**src/rtl/mul_sequencer_if.sv**
```systemverilog
// mul_sequencer_if: issue/operand inputs and status/result outputs of the multiply sequencer
interface mul_sequencer_if #(parameter int WIDTH = 32);
  logic             valid;
  logic [4:0]       alu_ctl;
  logic             sign;
  logic             flush;
  logic [WIDTH-1:0] op_a;
  logic [WIDTH-1:0] op_b;
  logic             busy;
  logic             stall;
  logic             done;
  logic [WIDTH-1:0] result_hi;
  logic [WIDTH-1:0] result_lo;
  modport master (output valid, alu_ctl, sign, flush, op_a, op_b,
                  input busy, stall, done, result_hi, result_lo);
  modport slave (input valid, alu_ctl, sign, flush, op_a, op_b,
                 output busy, stall, done, result_hi, result_lo);
endinterface

```
**src/rtl/mul_sequencer.sv**
```systemverilog
// mul_sequencer: multi-cycle shift-add multiplier that stalls EX and pulses done with a 2*WIDTH product
module mul_sequencer #(
  parameter int         WIDTH    = 32,
  parameter logic [4:0] MUL_CODE = 5'b11010
) (
  input logic           clk,
  input logic           reset,
  mul_sequencer_if.slave bus
);
  localparam int CW = $clog2(WIDTH);
  localparam logic [1:0] IDLE = 2'd0;
  localparam logic [1:0] RUN  = 2'd1;
  localparam logic [1:0] FIN  = 2'd2;
  logic [1:0]         state_q, state_d;
  logic [CW-1:0]      cnt_q, cnt_d;
  logic [WIDTH:0]     acc_q, acc_d;
  logic [WIDTH-1:0]   mcand_q, mcand_d, mplr_q, mplr_d;
  logic               neg_q, neg_d, done_q, done_d;
  logic [WIDTH-1:0]   hi_q, hi_d, lo_q, lo_d;
  logic               start;
  logic [WIDTH:0]     sum;
  logic [2*WIDTH-1:0] prod, fin;
  // next-state: latch magnitudes on start, one add/shift step per RUN cycle, sign-fix and register in FIN
  always_comb begin
    start   = bus.valid & (bus.alu_ctl == MUL_CODE) & (state_q == IDLE) & ~bus.flush;
    sum     = acc_q + (mplr_q[0] ? {1'b0, mcand_q} : '0);
    prod    = {acc_q[WIDTH-1:0], mplr_q};
    fin     = neg_q ? -prod : prod;
    state_d = state_q;
    cnt_d   = cnt_q;
    acc_d   = acc_q;
    mcand_d = mcand_q;
    mplr_d  = mplr_q;
    neg_d   = neg_q;
    hi_d    = hi_q;
    lo_d    = lo_q;
    done_d  = 1'b0;
    if (start) begin
      state_d = RUN;
      cnt_d   = '0;
      acc_d   = '0;
      mcand_d = bus.sign & bus.op_a[WIDTH-1] ? -bus.op_a : bus.op_a;
      mplr_d  = bus.sign & bus.op_b[WIDTH-1] ? -bus.op_b : bus.op_b;
      neg_d   = bus.sign & (bus.op_a[WIDTH-1] ^ bus.op_b[WIDTH-1]);
    end else if (state_q == RUN) begin
      state_d = bus.flush ? IDLE : (cnt_q == CW'(WIDTH - 1) ? FIN : RUN);
      cnt_d   = bus.flush ? cnt_q : cnt_q + 1'b1;
      acc_d   = bus.flush ? acc_q : {1'b0, sum[WIDTH:1]};
      mplr_d  = bus.flush ? mplr_q : {sum[0], mplr_q[WIDTH-1:1]};
    end else if (state_q == FIN) begin
      state_d = IDLE;
      hi_d    = bus.flush ? hi_q : fin[2*WIDTH-1:WIDTH];
      lo_d    = bus.flush ? lo_q : fin[WIDTH-1:0];
      done_d  = ~bus.flush;
    end
  end
  // state and result registers, reset has priority over everything
  always_ff @(posedge clk) begin
    if (reset) begin
      state_q <= IDLE;
      cnt_q   <= '0;
      acc_q   <= '0;
      mcand_q <= '0;
      mplr_q  <= '0;
      neg_q   <= 1'b0;
      hi_q    <= '0;
      lo_q    <= '0;
      done_q  <= 1'b0;
    end else begin
      state_q <= state_d;
      cnt_q   <= cnt_d;
      acc_q   <= acc_d;
      mcand_q <= mcand_d;
      mplr_q  <= mplr_d;
      neg_q   <= neg_d;
      hi_q    <= hi_d;
      lo_q    <= lo_d;
      done_q  <= done_d;
    end
  end
  assign bus.busy      = state_q != IDLE;
  assign bus.stall     = (state_q == RUN) | start;
  assign bus.done      = done_q;
  assign bus.result_hi = hi_q;
  assign bus.result_lo = lo_q;
endmodule

```
**src/flat_wrapper.sv**
```systemverilog
// flat-port wrapper written by rule: the top's interface ports become plain ports
module mul_sequencer_flat 
#(
  parameter int         WIDTH    = 32,
  parameter logic [4:0] MUL_CODE = 5'b11010
)
  (clk, reset, bus_valid, bus_alu_ctl, bus_sign, bus_flush, bus_op_a, bus_op_b, bus_busy, bus_stall, bus_done, bus_result_hi, bus_result_lo);
  mul_sequencer_if #(.WIDTH(WIDTH)) bus_i ();
  input logic clk;
  input logic reset;
  input wire logic [$bits(bus_i.valid)-1:0] bus_valid;
  input wire logic [$bits(bus_i.alu_ctl)-1:0] bus_alu_ctl;
  input wire logic [$bits(bus_i.sign)-1:0] bus_sign;
  input wire logic [$bits(bus_i.flush)-1:0] bus_flush;
  input wire logic [$bits(bus_i.op_a)-1:0] bus_op_a;
  input wire logic [$bits(bus_i.op_b)-1:0] bus_op_b;
  output wire logic [$bits(bus_i.busy)-1:0] bus_busy;
  output wire logic [$bits(bus_i.stall)-1:0] bus_stall;
  output wire logic [$bits(bus_i.done)-1:0] bus_done;
  output wire logic [$bits(bus_i.result_hi)-1:0] bus_result_hi;
  output wire logic [$bits(bus_i.result_lo)-1:0] bus_result_lo;
  assign bus_i.valid = bus_valid;
  assign bus_i.alu_ctl = bus_alu_ctl;
  assign bus_i.sign = bus_sign;
  assign bus_i.flush = bus_flush;
  assign bus_i.op_a = bus_op_a;
  assign bus_i.op_b = bus_op_b;
  assign bus_busy = bus_i.busy;
  assign bus_stall = bus_i.stall;
  assign bus_done = bus_i.done;
  assign bus_result_hi = bus_i.result_hi;
  assign bus_result_lo = bus_i.result_lo;
  mul_sequencer #(.WIDTH(WIDTH), .MUL_CODE(MUL_CODE)) u_core (.clk(clk), .reset(reset), .bus(bus_i));
endmodule
```
**config.mk**
```make
export PLATFORM = sky130hd
export DESIGN_NAME = mul_sequencer_flat
export DESIGN_NICKNAME = d
export VERILOG_FILES = /design/src/rtl/mul_sequencer_if.sv /design/src/rtl/mul_sequencer.sv /design/src/flat_wrapper.sv
export SDC_FILE = /design/constraint.sdc
export NUM_CORES = 1
export LEC_CHECK = 0
export CAP_MARGIN = 20
export CORE_MARGIN = 1
export CORE_UTILIZATION = 35
export CTS_CLUSTER_DIAMETER = 120
export DETAILED_ROUTE_END_ITERATION = 16
export PLACE_DENSITY = 0.58
export SETUP_SLACK_MARGIN = 0.2
export SKIP_CTS_REPAIR_TIMING = 1
export SLEW_MARGIN = 20
export SYNTH_ARGS = -nofsm -noshare
export SYNTH_HDL_FRONTEND = slang
export SYNTH_SLANG_ARGS = --single-unit
```
**constraint.sdc**
```tcl
create_clock -name clk -period 3.26 [get_ports clk]
set_clock_uncertainty 0.05 [all_clocks]
set_input_delay 0.652 -clock clk [delete_from_list [all_inputs] [get_ports clk]]
set_output_delay 0.652 -clock clk [all_outputs]
set_load 0.05 [all_outputs]
```
==> impl_metrics.py, run 1 <==
metrics = {
    "run_status": {
        "status": "finished clean",
    },
    "global_route": {
        "grt_start_max_net_pins": 72,
        "grt_pass1_wl_um": 53100,
        "antenna_found_initial": 1,
        "grt.total_usage": 0.214,
        "overflow": 0,
        "first_global_vias": 9768,
    },
    "clock_network": {
        "clockBufferDepth": 2,
        "clock_latency_ns": 0.44,
        "clk_pin_slew_ns": 0.07,
        "cts.sink_count": 169,
        "cts-root-buf": "clkbuf_16",
        "cts_tree": "yes",
        "cts_max_level": 4,
        "cts_buffers": 17,
    },
    "setup_path": {
        "reg2reg_depth": 8,
        "required_ns": 3.51,
        "end_kind": "register",
        "path_max_fanout": 5,
        "worstReg2RegStart": "u_core.acc_q[0]",
        "arrival_ns": 3.22,
        "critPathKind": "reg -> reg",
        "regToRegEndpoint": "u_core.bus.result_hi[10]",
        "regToRegSetupSlack_ns": 0.29,
        "cp-start-kind": "register",
    },
    "finish": {
        "multiInputGateArea_mm2": 0.00712,
        "seq_area_mm2": 0.00339,
        "nets": 1727,
        "final_core_util": 0.474,
        "drive_above_1_share": 0.136,
        "area_delta_synth_final_pct": 31.9,
        "stdcell_count": 2016,
        "n_fill_cell": 3008,
        "fin_area_mm2": 0.0142,
    },
    "synth": {
        "ys_ff_latch": 169,
        "ys_async_sr_fraction": 0,
        "netlist_area_mm2": 0.0108,
        "syn-num-nets": 1506,
        "syn_area_per_cell_um2": 7.77,
        "synthCells": 1391,
        "yosys_most_used_dff": "dfxtp_1",
        "yosys_warnings": 0,
        "synth_edf_count": 0,
        "ys_types": 64,
        "yosysSeqAreaShare": 0.313,
    },
    "place": {
        "routabilityCongestion": 0.892,
        "placedCellCount": 1982,
        "placed_area_mm2": 0.0135,
        "io_buffers": 140,
        "place.detailed.hpwl_um": 26000,
        "dp_worst_setup_slack_ns": -0.0441,
    },
    "drt": {
        "firstDrtPassIters": 5,
        "routed_wl_um": 33500,
        "drt_iter0_markers": 684,
        "drt-wirelength-per-cell_um": 16.6,
        "routed_via_density": 5.28,
        "remaining_drc_errors": 0,
        "via_count": 10650,
        "postRouteAntennaNets": 0,
    },
    "die": {
        "core-area_mm2": 0.0300,
        "dieArea_mm2": 0.0316,
        "rows": 63,
        "pin_count": 141,
        "start_util": 0.360,
        "die_w_um": 178,
        "dieHeight_um": 178,
    },
    "power": {
        "ir_drop_uv": 375,
        "total_power_mw": 4.77,
        "p_leak_nw": 5.45,
        "power.density_mw_per_mm2": 335,
    },
    "worst_hold_path": {
        "min-delay-start": "u_core.mcand_q[0]",
        "holdPathStages": 2,
        "min-delay-path-class": "reg -> reg",
        "hold_end": "u_core.mcand_q[0]",
    },
    "timing": {
        "rsz0062_at_grt": "false",
        "finalCriticalPeriod_ns": 2.97,
        "slew_headroom": 0.430,
        "min_period_over_period": 0.910,
        "fmax_ghz": 0.337,
        "final-max-slew-violation-count": 0,
        "setup_tns_ns": 0,
        "setup_violations": 0,
        "tightest_slew_ns": 0.856,
        "hold_ws_ns": 0.404,
        "finalHoldViolations": 0,
        "setup_slack_ns": 0.294,
    },
    "job": {
        "drv_cap": 0,
    },
}
-- worst max-delay path, cell delays in order, from the launching register on --
cell and delay [ns]:
dfxtp_1 0.41, or4_4 0.56, or2_1 0.25, or3_1 0.41
or2_1 0.26, or4_1 0.40, o21ai_1 0.15, xor2_1 0.23
a211oi_1 0.10
-- cells in the mapped netlist (3+ instances only) --
library cell  instances  area share
inv_1                24      0.0083
nor3b_1              13      0.0090
nor3_1               26       0.012
a21oi_1              86       0.040
nor4_1               10      0.0058
o21a_1                5      0.0035
or4_1                17       0.012
a31oi_1              11      0.0064
a21o_1                7      0.0049
a32oi_1               3      0.0024
dfxtp_1             169        0.31
clkbuf_1             72       0.025
or4_4                 4      0.0042
o21ai_0              77       0.036
o31ai_1              29       0.020
xor2_1               76       0.062
nand2b_1             15      0.0087
xnor2_1              53       0.043
or2_2                 8      0.0046
nand3_1              23       0.011
and2_1               38       0.022
o211ai_1              3      0.0021
a311oi_1             29       0.024
nand3b_1              5      0.0035
o22ai_1              21       0.012
nand2_1             160       0.056
o41ai_1              12      0.0097
nand4_1               7      0.0041
mux2i_1              20       0.019
ha_1                 40       0.046
a211oi_1             71       0.049
or3_1                19       0.011
nor2_1              167       0.058
a21boi_0              3      0.0021
nor2b_1              15      0.0087
and3_1               11      0.0064
buf_1                 9      0.0031
-- cells in the final DEF (no fill, tap or decap), types with 38 or more instances in the layout --
cell,instances
nor2_1,166
ha_1,39
and2_1,38
clkdlybuf4s50_1,138
a211oi_1,69
xor2_1,76
xnor2_1,53
dfxtp_1,166
o21ai_0,76
buf_4,139
a21oi_1,84
nand2_1,160
-- layout make-up --
| cell class | instances | share of cell area |
|---|---|---|
| well taps | 390 | 0.0342 |
| inverters | 24 | 0.00632 |
| diodes | 1 | 0.000176 |
| clock inverters | 15 | 0.0131 |
| clock buffers | 17 | 0.0299 |
| repair buffers | 283 | 0.179 |
| flip-flops and latches | 169 | 0.238 |
| multi-input cells | 1117 | 0.500 |
-- kinds of logic after synthesis --
family	synth area share
XOR/XNOR	0.105
AO/OA/AOI/OAI	0.229
flip-flops	0.313
AND/OR/NAND/NOR	0.250
multiplexers	0.0185
buffers and inverters	0.0365
adder cells (fa/ha/maj)	0.0482
-- registers in the layout (all words and copies together) (netlist names) --
register              cells
u_core.bus.result_lo     32
u_core.bus.done           1
u_core.neg_q              1
u_core.acc_q             32
u_core.state_q            2
u_core.mcand_q           32
u_core.mplr_q            32
u_core.cnt_q              5
u_core.bus.result_hi     32
-- worst max path at each step --
stage / start / endpoint / slack [ns]
floorplan: u_core.state_q[0] / bus_stall / 0.24
global placement: bus_op_b[6] / u_core.mplr_q[29] / -0.02
detailed placement: bus_op_b[6] / u_core.mplr_q[29] / -0.04
CTS: u_core.mplr_q[0] / u_core.acc_q[24] / 0.03
global route: u_core.acc_q[0] / u_core.acc_q[15] / 0.21
finish: u_core.acc_q[0] / u_core.bus.result_hi[10] / 0.29
-- where the power goes --
group | internal [mW] | switching, mW | total (mW)
sequential | 2.07 | 0.0121 | 2.08
clock | 1.16 | 0.954 | 2.11
combinational | 0.260 | 0.316 | 0.576
-- routing by layer --
| layer | global-route usage | share of wire | vias up |
|---|---|---|---|
| met2 | 0.322 | 0.43 | 260 |
| met1 | 0.317 | 0.51 | 4898 |
| met5 | 0 | 0 | - |
| li1 | - | - | 5465 |
| met4 | 0.0527 | 0.013 | 0 |
| met3 | 0.0291 | 0.042 | 27 |
(Power assumes the default switching activity.)
==> run 2: changes to the inputs <==
--- a/config.mk
+++ b/config.mk
@@ -5,8 +5,9 @@
 export SDC_FILE = /design/constraint.sdc
 export NUM_CORES = 1
 export LEC_CHECK = 0
+export ABC_CLOCK_PERIOD_IN_PS = 3260
 export CAP_MARGIN = 20
-export CORE_MARGIN = 1
+export CORE_MARGIN = 3
 export CORE_UTILIZATION = 35
 export CTS_CLUSTER_DIAMETER = 120
 export DETAILED_ROUTE_END_ITERATION = 16
==> impl_metrics.py, run 2 (synthesis gave the netlist of run 1 again) <==
metrics = {
    "finish": {
        "diodes": 0,
        "stdcell_count": 2024,
        "most-common-layout-cells": "dfxtp_1, nor2_1, nand2_1",
        "mostFrequentLayoutCell": "dfxtp_1",
        "area_delta_synth_final_pct": 32.3,
        "nets": 1736,
        "final_core_util": 0.476,
        "drive_above_1_share": 0.142,
    },
    "job": {
        "drv_cap": 0,
    },
    "drt": {
        "routed_via_density": 5.28,
        "firstDrtPassIters": 5,
        "routed_wl_um": 33800,
        "remaining_drc_errors": 0,
        "via_count": 10696,
        "postRouteAntennaNets": 0,
        "drt_iter0_markers": 735,
        "drt-wirelength-per-cell_um": 16.7,
    },
    "global_route": {
        "grt_start_max_net_pins": 63,
        "antenna_found_initial": 1,
        "grt_pass1_wl_um": 53500,
        "gr-max-usage-layer": "met1",
        "globalRouteMet2Util": 0.294,
        "grt.total_usage": 0.199,
        "overflow": 0,
        "use_met3": 0.0302,
        "first_global_vias": 9935,
        "grt_util_met1": 0.303,
    },
    "die": {
        "dieArea_mm2": 0.0330,
        "die_w_um": 182,
        "core-area_mm2": 0.0300,
        "dieHeight_um": 182,
        "rows": 63,
        "start_util": 0.360,
        "pin_count": 141,
    },
    "setup_path": {
        "critPathKind": "reg -> reg",
        "end_kind": "register",
        "path_max_fanout": 7,
        "cp-start-kind": "register",
        "arrival_ns": 3.30,
        "required_ns": 3.58,
    },
    "timing": {
        "fmax_ghz": 0.335,
        "finalHoldViolations": 0,
        "rsz0062_at_grt": "true",
        "setup_violations": 0,
        "tightest_slew_ns": 0.641,
        "min_period_over_period": 0.914,
        "slew_headroom": 0.571,
        "finalCriticalPeriod_ns": 2.98,
        "setup_slack_ns": 0.279,
        "hold_ws_ns": 0.407,
        "final-max-slew-violation-count": 0,
    },
    "clock_network": {
        "cts.sink_count": 169,
        "clockBufferDepth": 2,
        "cts_max_level": 4,
        "cts_tree": "yes",
        "clk_pin_slew_ns": 0.08,
        "cts-root-buf": "clkbuf_16",
        "cts_buffers": 17,
        "clock_latency_ns": 0.44,
    },
    "place": {
        "routabilityCongestion": 0.916,
        "placedCellCount": 1992,
        "io_buffers": 140,
        "dp_worst_setup_slack_ns": -0.0257,
        "place.detailed.hpwl_um": 26400,
    },
    "run_status": {
        "status": "finished clean",
    },
    "power": {
        "ir_drop_uv": 384,
        "power.density_mw_per_mm2": 333,
        "p_leak_nw": 5.50,
    },
    "worst_hold_path": {
        "min-delay-path-class": "reg -> reg",
    },
}
==> run 2: cell types whose count changed in the layout (fill, tap and decap cells not counted), moves of 2 or more <==
| cell | delta |
|---|---|
| inv_1 | +2 |
| o21ai_2 | +2 |
| buf_4 | +9 |
| a211oi_2 | +2 |
| inv_8 | +2 |
| clkinvlp_4 | -2 |
| o21ai_1 | -2 |
| inv_2 | -2 |
| a211oi_1 | -2 |
==> run 2: final cells by class <==
class                      instances  area (um^2)
multi-input combinational       1117         7130
inverter                          24         90.1
tap                              390          488
clock buffer                      18          439
sequential                       169         3390
clock inverter                    14          156
fill                            3005        15700
timing repair buffer             292         2600
==> run 2: per-stage QoR <==
step | TNS (ns) | power (mW) | instance area, um^2
final | 0 | 4.76 | 14300
after global routing | 0 | 4.92 | 14300
after CTS | 0 | 4.79 | 14200
after detailed placement | -0.0502 | 2.71 | 13600
after global placement | 0 | 2.70 | 13600
after floorplan | 0 | 2.43 | 10800
==> run 2: final timing paths <==
check | slack [ns] | cells past startpoint | from | to
worst max-delay path | 0.28 | 8 | u_core.acc_q[14] | u_core.bus.result_hi[28]
worst min-delay path | 0.41 | 2 | u_core.mcand_q[0] | u_core.mcand_q[0]
worst max register to register | 0.28 | 8 | u_core.acc_q[14] | u_core.bus.result_hi[28]
worst min register to register | 0.41 | 2 | u_core.mcand_q[0] | u_core.mcand_q[0]
==> run 2: report_power, final <==
part	switching, mW	internal, mW
clock	0.983	1.11
combinational	0.316	0.263
sequential	0.0102	2.07
==> run 2: per-layer routing <==
| metal | vias to the layer above | wire length [um] |
|---|---|---|
| met3 | 27 | 1670 |
| met2 | 248 | 14300 |
| met5 | - | 0 |
| met1 | 4950 | 17400 |
| li1 | 5471 | - |
| met4 | 0 | 435 |
==> run 2: critical path, cell delays in order, from the launching register on <==
cell and delay [ns]:
dfxtp_1 0.45, or4_1 0.62, or3_4 0.39, nand4bb_1 0.31, or3_1 0.43, o31ai_2 0.27, xnor2_1 0.18, nand2_1 0.08
a21oi_1 0.13
